### src/rtl/vga_timing_gen_if.sv
// rtl/vga_timing_gen_if.sv - raster timing bundle between the timing generator and the pixel stage
interface vga_timing_gen_if #(
    parameter int CW = 10
);
    logic          en;
    logic [CW-1:0] column;
    logic [CW-1:0] row;
    logic          hsync;
    logic          vsync;
    logic          rgb_en;
    logic          line_start;
    logic          frame_start;

    modport master (
        input  en,
        output column, row, hsync, vsync, rgb_en, line_start, frame_start
    );

    modport slave (
        output en,
        input  column, row, hsync, vsync, rgb_en, line_start, frame_start
    );
endinterface

### src/rtl/vga_timing_gen.sv
// rtl/vga_timing_gen.sv - VGA raster timing generator (optional VGA_PIPE_EN delays hsync/vsync/rgb_en by one tick)
module vga_timing_gen #(
    parameter int   H_ACTIVE  = 640,
    parameter int   H_FP      = 16,
    parameter int   H_SYNC    = 96,
    parameter int   H_BP      = 48,
    parameter int   V_ACTIVE  = 480,
    parameter int   V_FP      = 10,
    parameter int   V_SYNC    = 2,
    parameter int   V_BP      = 33,
    parameter logic HSYNC_POL = 1'b0,
    parameter logic VSYNC_POL = 1'b0,
    parameter int   CW        = 10
) (
    input  logic               clk,
    input  logic               rst,
    vga_timing_gen_if.master   vif
);

    localparam int H_TOTAL = H_ACTIVE + H_FP + H_SYNC + H_BP;
    localparam int V_TOTAL = V_ACTIVE + V_FP + V_SYNC + V_BP;

    localparam logic [CW-1:0] ONE    = CW'(1);
    localparam logic [CW-1:0] H_LAST = CW'(H_TOTAL - 1);
    localparam logic [CW-1:0] V_LAST = CW'(V_TOTAL - 1);
    localparam logic [CW-1:0] H_ACT  = CW'(H_ACTIVE);
    localparam logic [CW-1:0] V_ACT  = CW'(V_ACTIVE);
    localparam logic [CW-1:0] HS_BEG = CW'(H_ACTIVE + H_FP);
    localparam logic [CW-1:0] HS_END = CW'(H_ACTIVE + H_FP + H_SYNC);
    localparam logic [CW-1:0] VS_BEG = CW'(V_ACTIVE + V_FP);
    localparam logic [CW-1:0] VS_END = CW'(V_ACTIVE + V_FP + V_SYNC);

    // Counters must be able to hold TOTAL-1 without aliasing.
    generate
        if ((64'd1 << CW) <= 64'(H_TOTAL) || (64'd1 << CW) <= 64'(V_TOTAL)) begin : g_cw_check
            $error("vga_timing_gen: CW too narrow for H_TOTAL/V_TOTAL");
        end
    endgenerate

    logic [CW-1:0] h_q, h_d;
    logic [CW-1:0] v_q, v_d;
    logic          line_start_q, line_start_d;
    logic          frame_start_q, frame_start_d;
    logic          hsync_q, hsync_d;
    logic          vsync_q, vsync_d;
    logic          rgb_en_q, rgb_en_d;
    logic          flag_load;
    logic [CW-1:0] dec_h;
    logic [CW-1:0] dec_v;

    // Next raster position and the wrap pulses that accompany it.
    always_comb begin
        h_d           = h_q;
        v_d           = v_q;
        line_start_d  = 1'b0;
        frame_start_d = 1'b0;
        if (vif.en) begin
            if (h_q == H_LAST) begin
                h_d          = '0;
                line_start_d = 1'b1;
                if (v_q == V_LAST) begin
                    v_d           = '0;
                    frame_start_d = 1'b1;
                end else begin
                    v_d = v_q + ONE;
                end
            end else begin
                h_d = h_q + ONE;
            end
        end
    end

    // Flags decode the next position (zero skew) or, when pipelined, the position
    // being left on this tick so they trail column/row by exactly one pixel.
    always_comb begin
`ifdef VGA_PIPE_EN
        dec_h     = h_q;
        dec_v     = v_q;
        flag_load = vif.en;
`else
        dec_h     = h_d;
        dec_v     = v_d;
        flag_load = 1'b1;
`endif
        hsync_d  = ((dec_h >= HS_BEG) && (dec_h < HS_END)) ? HSYNC_POL : ~HSYNC_POL;
        vsync_d  = ((dec_v >= VS_BEG) && (dec_v < VS_END)) ? VSYNC_POL : ~VSYNC_POL;
        rgb_en_d = (dec_h < H_ACT) && (dec_v < V_ACT);
    end

    // Counter and pulse registers.
    always_ff @(posedge clk or negedge rst) begin
        if (!rst) begin
            h_q           <= '0;
            v_q           <= '0;
            line_start_q  <= 1'b0;
            frame_start_q <= 1'b0;
        end else begin
            h_q           <= h_d;
            v_q           <= v_d;
            line_start_q  <= line_start_d;
            frame_start_q <= frame_start_d;
        end
    end

    // Level flag registers; reset to the levels that position (0,0) decodes to.
    always_ff @(posedge clk or negedge rst) begin
        if (!rst) begin
            hsync_q  <= ~HSYNC_POL;
            vsync_q  <= ~VSYNC_POL;
            rgb_en_q <= 1'b1;
        end else if (flag_load) begin
            hsync_q  <= hsync_d;
            vsync_q  <= vsync_d;
            rgb_en_q <= rgb_en_d;
        end
    end

    assign vif.column      = h_q;
    assign vif.row         = v_q;
    assign vif.hsync       = hsync_q;
    assign vif.vsync       = vsync_q;
    assign vif.rgb_en      = rgb_en_q;
    assign vif.line_start  = line_start_q;
    assign vif.frame_start = frame_start_q;

endmodule

### src/flat_wrapper.sv
// flat-port wrapper written by rule: the top's interface ports become plain ports
module vga_timing_gen_flat 
#(
    parameter int   H_ACTIVE  = 640,
    parameter int   H_FP      = 16,
    parameter int   H_SYNC    = 96,
    parameter int   H_BP      = 48,
    parameter int   V_ACTIVE  = 480,
    parameter int   V_FP      = 10,
    parameter int   V_SYNC    = 2,
    parameter int   V_BP      = 33,
    parameter logic HSYNC_POL = 1'b0,
    parameter logic VSYNC_POL = 1'b0,
    parameter int   CW        = 10
)
  (clk, rst, vif_en, vif_column, vif_row, vif_hsync, vif_vsync, vif_rgb_en, vif_line_start, vif_frame_start);
  vga_timing_gen_if #(.CW(CW)) vif_i ();
  input  logic clk;
  input  logic rst;
  input wire logic [$bits(vif_i.en)-1:0] vif_en;
  output wire logic [$bits(vif_i.column)-1:0] vif_column;
  output wire logic [$bits(vif_i.row)-1:0] vif_row;
  output wire logic [$bits(vif_i.hsync)-1:0] vif_hsync;
  output wire logic [$bits(vif_i.vsync)-1:0] vif_vsync;
  output wire logic [$bits(vif_i.rgb_en)-1:0] vif_rgb_en;
  output wire logic [$bits(vif_i.line_start)-1:0] vif_line_start;
  output wire logic [$bits(vif_i.frame_start)-1:0] vif_frame_start;
  assign vif_i.en = vif_en;
  assign vif_column = vif_i.column;
  assign vif_row = vif_i.row;
  assign vif_hsync = vif_i.hsync;
  assign vif_vsync = vif_i.vsync;
  assign vif_rgb_en = vif_i.rgb_en;
  assign vif_line_start = vif_i.line_start;
  assign vif_frame_start = vif_i.frame_start;
  vga_timing_gen #(.H_ACTIVE(H_ACTIVE), .H_FP(H_FP), .H_SYNC(H_SYNC), .H_BP(H_BP), .V_ACTIVE(V_ACTIVE), .V_FP(V_FP), .V_SYNC(V_SYNC), .V_BP(V_BP), .HSYNC_POL(HSYNC_POL), .VSYNC_POL(VSYNC_POL), .CW(CW)) u_core (.clk(clk), .rst(rst), .vif(vif_i));
endmodule
### config.mk
export PLATFORM = sky130hd
export DESIGN_NAME = vga_timing_gen_flat
export DESIGN_NICKNAME = d
export VERILOG_FILES = /design/src/rtl/vga_timing_gen_if.sv /design/src/rtl/vga_timing_gen.sv /design/src/flat_wrapper.sv
export SDC_FILE = /design/constraint.sdc
export NUM_CORES = 1
export LEC_CHECK = 0
export CORE_MARGIN = 3
export CORE_UTILIZATION = 55
export DETAILED_ROUTE_END_ITERATION = 12
export PLACE_DENSITY = 0.84
export SETUP_SLACK_MARGIN = 0.15
export SYNTH_ARGS = -nofsm -noshare
export SYNTH_HDL_FRONTEND = slang
export SYNTH_SLANG_ARGS = --single-unit
export TNS_END_PERCENT = 1
### constraint.sdc
create_clock -name clk -period 3.4 [get_ports clk]
set_input_delay 0.34 -clock clk [delete_from_list [all_inputs] [get_ports clk]]
set_output_delay 0.34 -clock clk [all_outputs]
set_load 0.05 [all_outputs]
==> flow_summary_export.csv, run 1 <==
group,metric,value,unit
sta,max_slew.worst_pin.slew,1090,ps
grt,grt_util_all_layers,0.211,
floorplan,core_area,2340,um2
placed_design,dp_hpwl,2170,um
grt,antenna_found_initial,0,
clock_tree,clock-sinks,25,
floorplan,die_w,56.9,um
clock_tree,clkLatencyLatePin,320,ps
worst_setup_path,cp-start-kind,"input port",
clock_tree,numCtsBuffers,3,
synth,yosysMostFrequentCell,"dfrtp_1",
sta,clock.fmax,420,MHz
clock_tree,cts-htree-levels,1,
routing,ant_nets,0,
synth,avgSynthCellArea,9.50,um2
worst_setup_path,critPathArrivalTime,2630,ps
synth,synth.top_cell.area_share,0.386,
grt,grt_pass1_wl,5440,um
synth,synthesis.nets,156,
sta,setup_tns,0,ps
floorplan,initial_core_util,0.609,
worst_setup_path,cp_data_required_time,3640,ps
pwr,power_density,525,nW/um2
layout,nets,177,
synth,synth_flop_cell,"dfrtp_1",
sta,setup_viol,0,
pwr,max-vdd-ir-drop,0.651,mV
synth,yosysTopAreaCell,"dfrtp_1",
clock_tree,root_buffer,"clkbuf_4",
floorplan,fp.dieH,56.9,um
synth,synthTopCellsByCount,"22 x dfrtp_1, 17 x nand2_1, 13 x nor2_1",
sta,slew_violations,0,
sta,whs,568,ps
clock_tree,post_cts_resize_count,0,
layout,design_area,1710,um2
placed_design,dpl_cell_area,1680,um2
placed_design,port_buffers,27,
sta,relSlewSlack,0.270,
clock_tree,cts_tree,"yes",
sta,fin_skew,2.13,ps
sta,period_minus_slack,2380,ps
synth,synth-edff-count,0,
worst_setup_path,path_max_fanout,11,
clock_tree,clkTransAtPathRegs,140,ps
synth,ys_seq_elements,25,
floorplan,row_count,17,
sta,finalHoldViolations,0,
worst_setup_path,reg2reg_slack,1020,ps
worst_setup_path,crit_type,"input port to flip-flop",
worst_hold_path,hp-class,"flip-flop to flip-flop",
clock_tree,ctsHoldBuffers,0,
routing,viasPerCell,6.13,
synth,ys_types,46,
floorplan,dieArea,3240,um2
floorplan,io_pins,28,
pwr,total_power,0.894,mW
layout,fillers,180,
synth,async_flop_share,1.00,
flow_run,cap_violations,0,
routing,drtPass1Iterations,4,
synth,synth_area_leaders,"dfrtp_1 39%, xnor2_1 6.1%, dfstp_2 5.5%",
routing,drtIter0Drc,40,
worst_setup_path,worstSetupEndpointType,"flip-flop",
routing,via_count,1213,
clock_tree,postCtsSetupBuffers,0,
placed_design,gp_congestion,0.877,
layout,final_layout_size_suffix_gt1_frac,0.0882,
synth,synth_area,1430,um2
worst_setup_path,crit_path_end,"u_core.vif.vsync",
grt,grt_pass1_vias,1194,
outcome,outcome,"complete, no violations",
synth,seq_area_frac_synth,0.442,
routing,drc,0,
worst_setup_path,r2r-start,"u_core.vif.column[0]",
synth,yosysWarningCount,0,
sta,fin_crit_sh,0.701,
sta,rsz0062_at_grt,"false",
synth,syn_inst,150,
worst_setup_path,r2r_end,"u_core.vif.vsync",
worst_setup_path,critPathLaunch,"vif_en",
layout,syn_to_final_growth,19.7,%
worst_setup_path,ff2ff_path_depth,6,
grt,grt_overflow,0,
layout,diodes,0,
clock_tree,clockBufferDepth,2,
routing,route.detailed.wl_per_inst,15.5,um
grt,grt_max_degree,26,
routing,wirelength,3070,um
pwr,power_leakage,0.719,nW
metrics by stage:
| stage | instances | util | setup slack (ps) |
|---|---|---|---|
| 3_5_place_dp | 194 | 0.716 | 677 |
| 2_1_floorplan | 150 | - | 1070 |
| 6_report | 198 | 0.729 | 1020 |
| 5_1_grt | 198 | 0.729 | 861 |
| 3_3_place_gp | 194 | 0.716 | 775 |
| 4_1_cts | 198 | 0.729 | 1030 |
final cells by class:
| class | count | area (um2) | area share |
|---|---|---|---|
| clock buffer | 3 | 22.5 | 0.0132 |
| multi-input combinational | 109 | 722 | 0.423 |
| clock inverter | 1 | 7.51 | 0.00440 |
| tap | 28 | 35.0 | 0.0205 |
| inverter | 5 | 18.8 | 0.0110 |
| timing repair buffer | 27 | 270 | 0.158 |
| sequential | 25 | 629 | 0.369 |
per-layer routing:
metal | global-route usage | share of wire | vias to the layer above
met5 | 0 | 0 | -
met4 | 0.103 | 0.015 | 0
met3 | 0.0322 | 0.060 | 6
met2 | 0.323 | 0.46 | 56
met1 | 0.293 | 0.46 | 576
li1 | - | - | 575
critical path, cell delays in order:
cell and delay (ps):
clkdlybuf4s50_1 580, and4_1 340, nand4_2 300, or4_4 620, a221oi_2 310, nand4_1 130
where the power goes:
group	switching, mW	internal, mW	leakage [nW]
clock	0.0903	0.0449	0.0139
combinational	0.217	0.126	0.389
sequential	0.0782	0.338	0.316
total	0.386	0.508	0.719
worst min-delay path by stage:
| stage | endpoint | slack [ps] | start | cells after the start |
|---|---|---|---|---|
| 2_1_floorplan | u_core.vif.column[0] | 40 | rst | 0 |
| 3_5_place_dp | u_core.vif.column[2] | 540 | u_core.vif.column[2] | 1 |
| 6_report | u_core.vif.column[2] | 570 | u_core.vif.column[2] | 1 |
| 3_3_place_gp | u_core.vif.column[2] | 520 | u_core.vif.column[2] | 1 |
| 5_1_grt | u_core.vif.column[2] | 580 | u_core.vif.column[2] | 1 |
| 4_1_cts | u_core.vif.column[2] | 560 | u_core.vif.column[2] | 1 |
placed cells by master, fill, tap and decap left out, types with 2 or more instances in the layout:
| cell | instances |
|---|---|
| clkdlybuf4s50_1 | 27 |
| dfrtp_1 | 22 |
| nand2_1 | 17 |
| nor2_1 | 13 |
| nand3_1 | 11 |
| xnor2_1 | 10 |
| nand4_1 | 7 |
| and4_1 | 4 |
| xor2_1 | 4 |
| inv_1 | 4 |
| nor3_1 | 3 |
| a21oi_1 | 3 |
| o21ai_0 | 3 |
| o21ai_1 | 3 |
| ha_1 | 3 |
| clkbuf_4 | 3 |
| dfstp_2 | 3 |
| a31oi_1 | 2 |
| a211o_1 | 2 |
flip-flops by register name (all words and copies together), names as in the netlist:
name and cells:
u_core.vif.rgb_en 1, u_core.vif.line_start 1, u_core.vif.row 10, u_core.vif.column 10, u_core.vif.vsync 1, u_core.vif.frame_start 1, u_core.vif.hsync 1
kinds of logic after synthesis:
logic type                 synth area share
DFF                                   0.442
adders and majority gates            0.0263
buffers and inverters                0.0518
muxes                               0.00702
xor gates and xnor gates             0.0860
and+or+nand+nor                       0.263
AOI/OAI and AO/OA                     0.125
Note: power is estimated with default switching activity, not from simulation.
==> inputs of run 2 (changes only) <==
CORE_UTILIZATION = 46   (was 55)
PLACE_DENSITY = 0.75   (was 0.84)
clock period = 2.1 ns   (was 3.4 ns; I/O delays follow)
==> run 2 against run 1 <==
  * Worst setup slack worse by 880 ps
  * Core utilization is 6.6 points lower
  * Clock skew is 1.2 ps higher
  * Largest power group unchanged
  * Non-clock buffer count is 18 higher
  * Routed wire length is 7.4% higher
  * Design area is 11% higher
  * Via count is 5.9% higher
==> flow_summary_export.csv, run 2 (same netlist as run 1, synthesis figures left out) <==
group,metric,value,unit
outcome,outcome,"complete, no violations",
worst_setup_path,cp_data_required_time,2330,ps
clock_tree,clkLatencyLatePin,320,ps
grt,grt_pass1_vias,1125,
worst_setup_path,cp_num_buf_inv,1,
layout,final_layout_size_suffix_gt1_frac,0.234,
grt,antenna_found_initial,0,
pwr,power_density,807,nW/um2
sta,fin_crit_sh,0.934,
worst_setup_path,crit_type,"flip-flop to flip-flop",
floorplan,io_pins,28,
worst_setup_path,cpMaxStageDelayCell,"dfrtp_2",
routing,viasPerCell,5.86,
sta,max_slew.worst_pin.slew,501,ps
worst_setup_path,slowest_delay,470,ps
routing,drtPass1Iterations,4,
placed_design,gp_congestion,0.888,
placed_design,port_buffers,27,
layout,layout_commonest_cell,"clkdlybuf4s50_1",
grt,grt_overflow,0,
grt,grt_pass1_wl,5330,um
grt,grt_max_degree,26,
sta,clock.fmax,510,MHz
pwr,p_seq_frac,0.453,
clock_tree,numCtsBuffers,3,
worst_hold_path,hp-class,"input port to async pin",
pwr,p_sw,0.650,mW
sta,slew_violations,0,
routing,drc,0,
routing,route.detailed.wl_per_inst,15.1,um
worst_setup_path,path_max_fanout,5,
flow_run,cap_violations,0,
pwr,comb_power_share,0.406,
sta,period_minus_slack,1960,ps
worst_setup_path,worstPathCellList,"ha_4, and4_1, buf_4, and4b_1, o311ai_0, a21oi_1, a211oi_1",
worst_setup_path,r2r-start,"u_core.vif.column[1]",
clock_tree,clock-sinks,25,
layout,fillers,222,
floorplan,initial_core_util,0.500,
placed_design,dpl_cell_area,1820,um2
layout,design_area,1890,um2
layout,nets,195,
sta,finalHoldViolations,0,
worst_setup_path,reg2reg_slack,140,ps
sta,fin_skew,3.35,ps
placed_design,dp_hpwl,2370,um
clock_tree,cts_tree,"yes",
floorplan,dieArea,3800,um2
clock_tree,ctsHoldBuffers,0,
sta,setup_viol,0,
worst_setup_path,ff2ff_path_depth,7,
layout,instances_no_fill,219,
layout,layout_common_cells,"26 x clkdlybuf4s50_1, 18 x buf_4, 17 x nand2_1",
worst_setup_path,worstSetupEndpointType,"flip-flop",
worst_setup_path,critPathArrivalTime,2190,ps
pwr,p_sw_frac,0.426,
grt,grt_util_all_layers,0.189,
pwr,power_leakage,0.794,nW
worst_setup_path,cp-start-kind,"flip-flop",
floorplan,row_count,19,
floorplan,fp.dieH,61.7,um
sta,rsz0062_at_grt,"true",
pwr,internal_power,0.876,mW
routing,ant_nets,0,
pwr,p_clk_frac,0.142,
routing,via_count,1284,
clock_tree,clockBufferDepth,2,
clock_tree,clkTransAtPathRegs,130,ps
worst_setup_path,r2r_end,"u_core.vif.rgb_en",
routing,drtIter0Drc,61,
floorplan,core_area,2850,um2
sta,relSlewSlack,0.665,
pwr,max-vdd-ir-drop,0.710,mV
clock_tree,cts-htree-levels,1,
clock_tree,root_buffer,"clkbuf_4",
placed_design,place_inst,210,
routing,wirelength,3300,um
worst_setup_path,crit_family,"compound AO/OA/AOI/OAI gates",
layout,diodes,0,
floorplan,die_w,61.7,um
layout,syn_to_final_growth,32.7,%
worst_setup_path,critPathLaunch,"u_core.vif.column[1]",
[run 2: layout make-up]
type / instances / area, um2 / share of cell area
timing repair buffer: 45 / 404 / 0.214
sequential: 25 / 643 / 0.340
inverter: 5 / 18.8 / 0.00992
multi-input combinational: 109 / 761 / 0.402
clock buffer: 4 / 26.3 / 0.0139
tap: 31 / 38.8 / 0.0205
[run 2: power groups by stage]
| stage | registers [mW] | clock network, mW | logic (mW) |
|---|---|---|---|
| 2_1_floorplan | 0.869 | 0 | 0.258 |
| 5_1_grt | 0.701 | 0.249 | 0.660 |
| 3_5_place_dp | 0.714 | 0 | 0.584 |
| 4_1_cts | 0.704 | 0.225 | 0.580 |
| 3_3_place_gp | 0.705 | 0 | 0.570 |
| 6_report | 0.690 | 0.216 | 0.619 |
[run 2: routing by layer]
layer	up-vias	global-route usage	wire length [um]
li1	618	-	-
met2	53	0.278	1470
met5	-	0	0
met4	0	0.0758	46
met1	605	0.277	1580
met3	8	0.0294	201
[run 2: timing repair]
| item | 4_1_cts | 5_1_grt |
|---|---|---|
| setup endpoints to repair | 3 | 6 |
| gates resized for setup | 1 | 3 |
| buffers inserted | 0 | 5 |
[run 2: worst max-delay path by stage]
stage	cells after the start	slack, ps	to
after global routing	6	40	u_core.vif.rgb_en
after floorplan	8	30	u_core.vif.vsync
after detailed placement	7	-30	u_core.vif.rgb_en
after CTS	6	80	u_core.vif.rgb_en
after global placement	6	80	u_core.vif.vsync
final	7	140	u_core.vif.rgb_en
[run 2: worst reg2reg max path, cell delays in order (launching register included)]
cell and delay [ps]:
dfrtp_2 470, ha_4 170, and4_1 210, buf_4 170, and4b_1 170, o311ai_0 280
a21oi_1 140, a211oi_1 270
[run 2: per-stage QoR]
| step | power [mW] | setup WS [ps] | utilization | hold slack [ps] | setup TNS [ps] |
|---|---|---|---|---|---|
| 3_3_place_gp | 1.27 | 79.8 | 0.638 | 491 | 0 |
| 3_5_place_dp | 1.30 | -29.7 | 0.638 | 504 | -29.7 |
| 2_1_floorplan | 1.13 | 32.7 | - | -85.6 | 0 |
| 6_report | 1.53 | 139 | 0.663 | 237 | 0 |
| 5_1_grt | 1.61 | 36.1 | 0.663 | 239 | 0 |
| 4_1_cts | 1.51 | 77.4 | 0.646 | 246 | 0 |
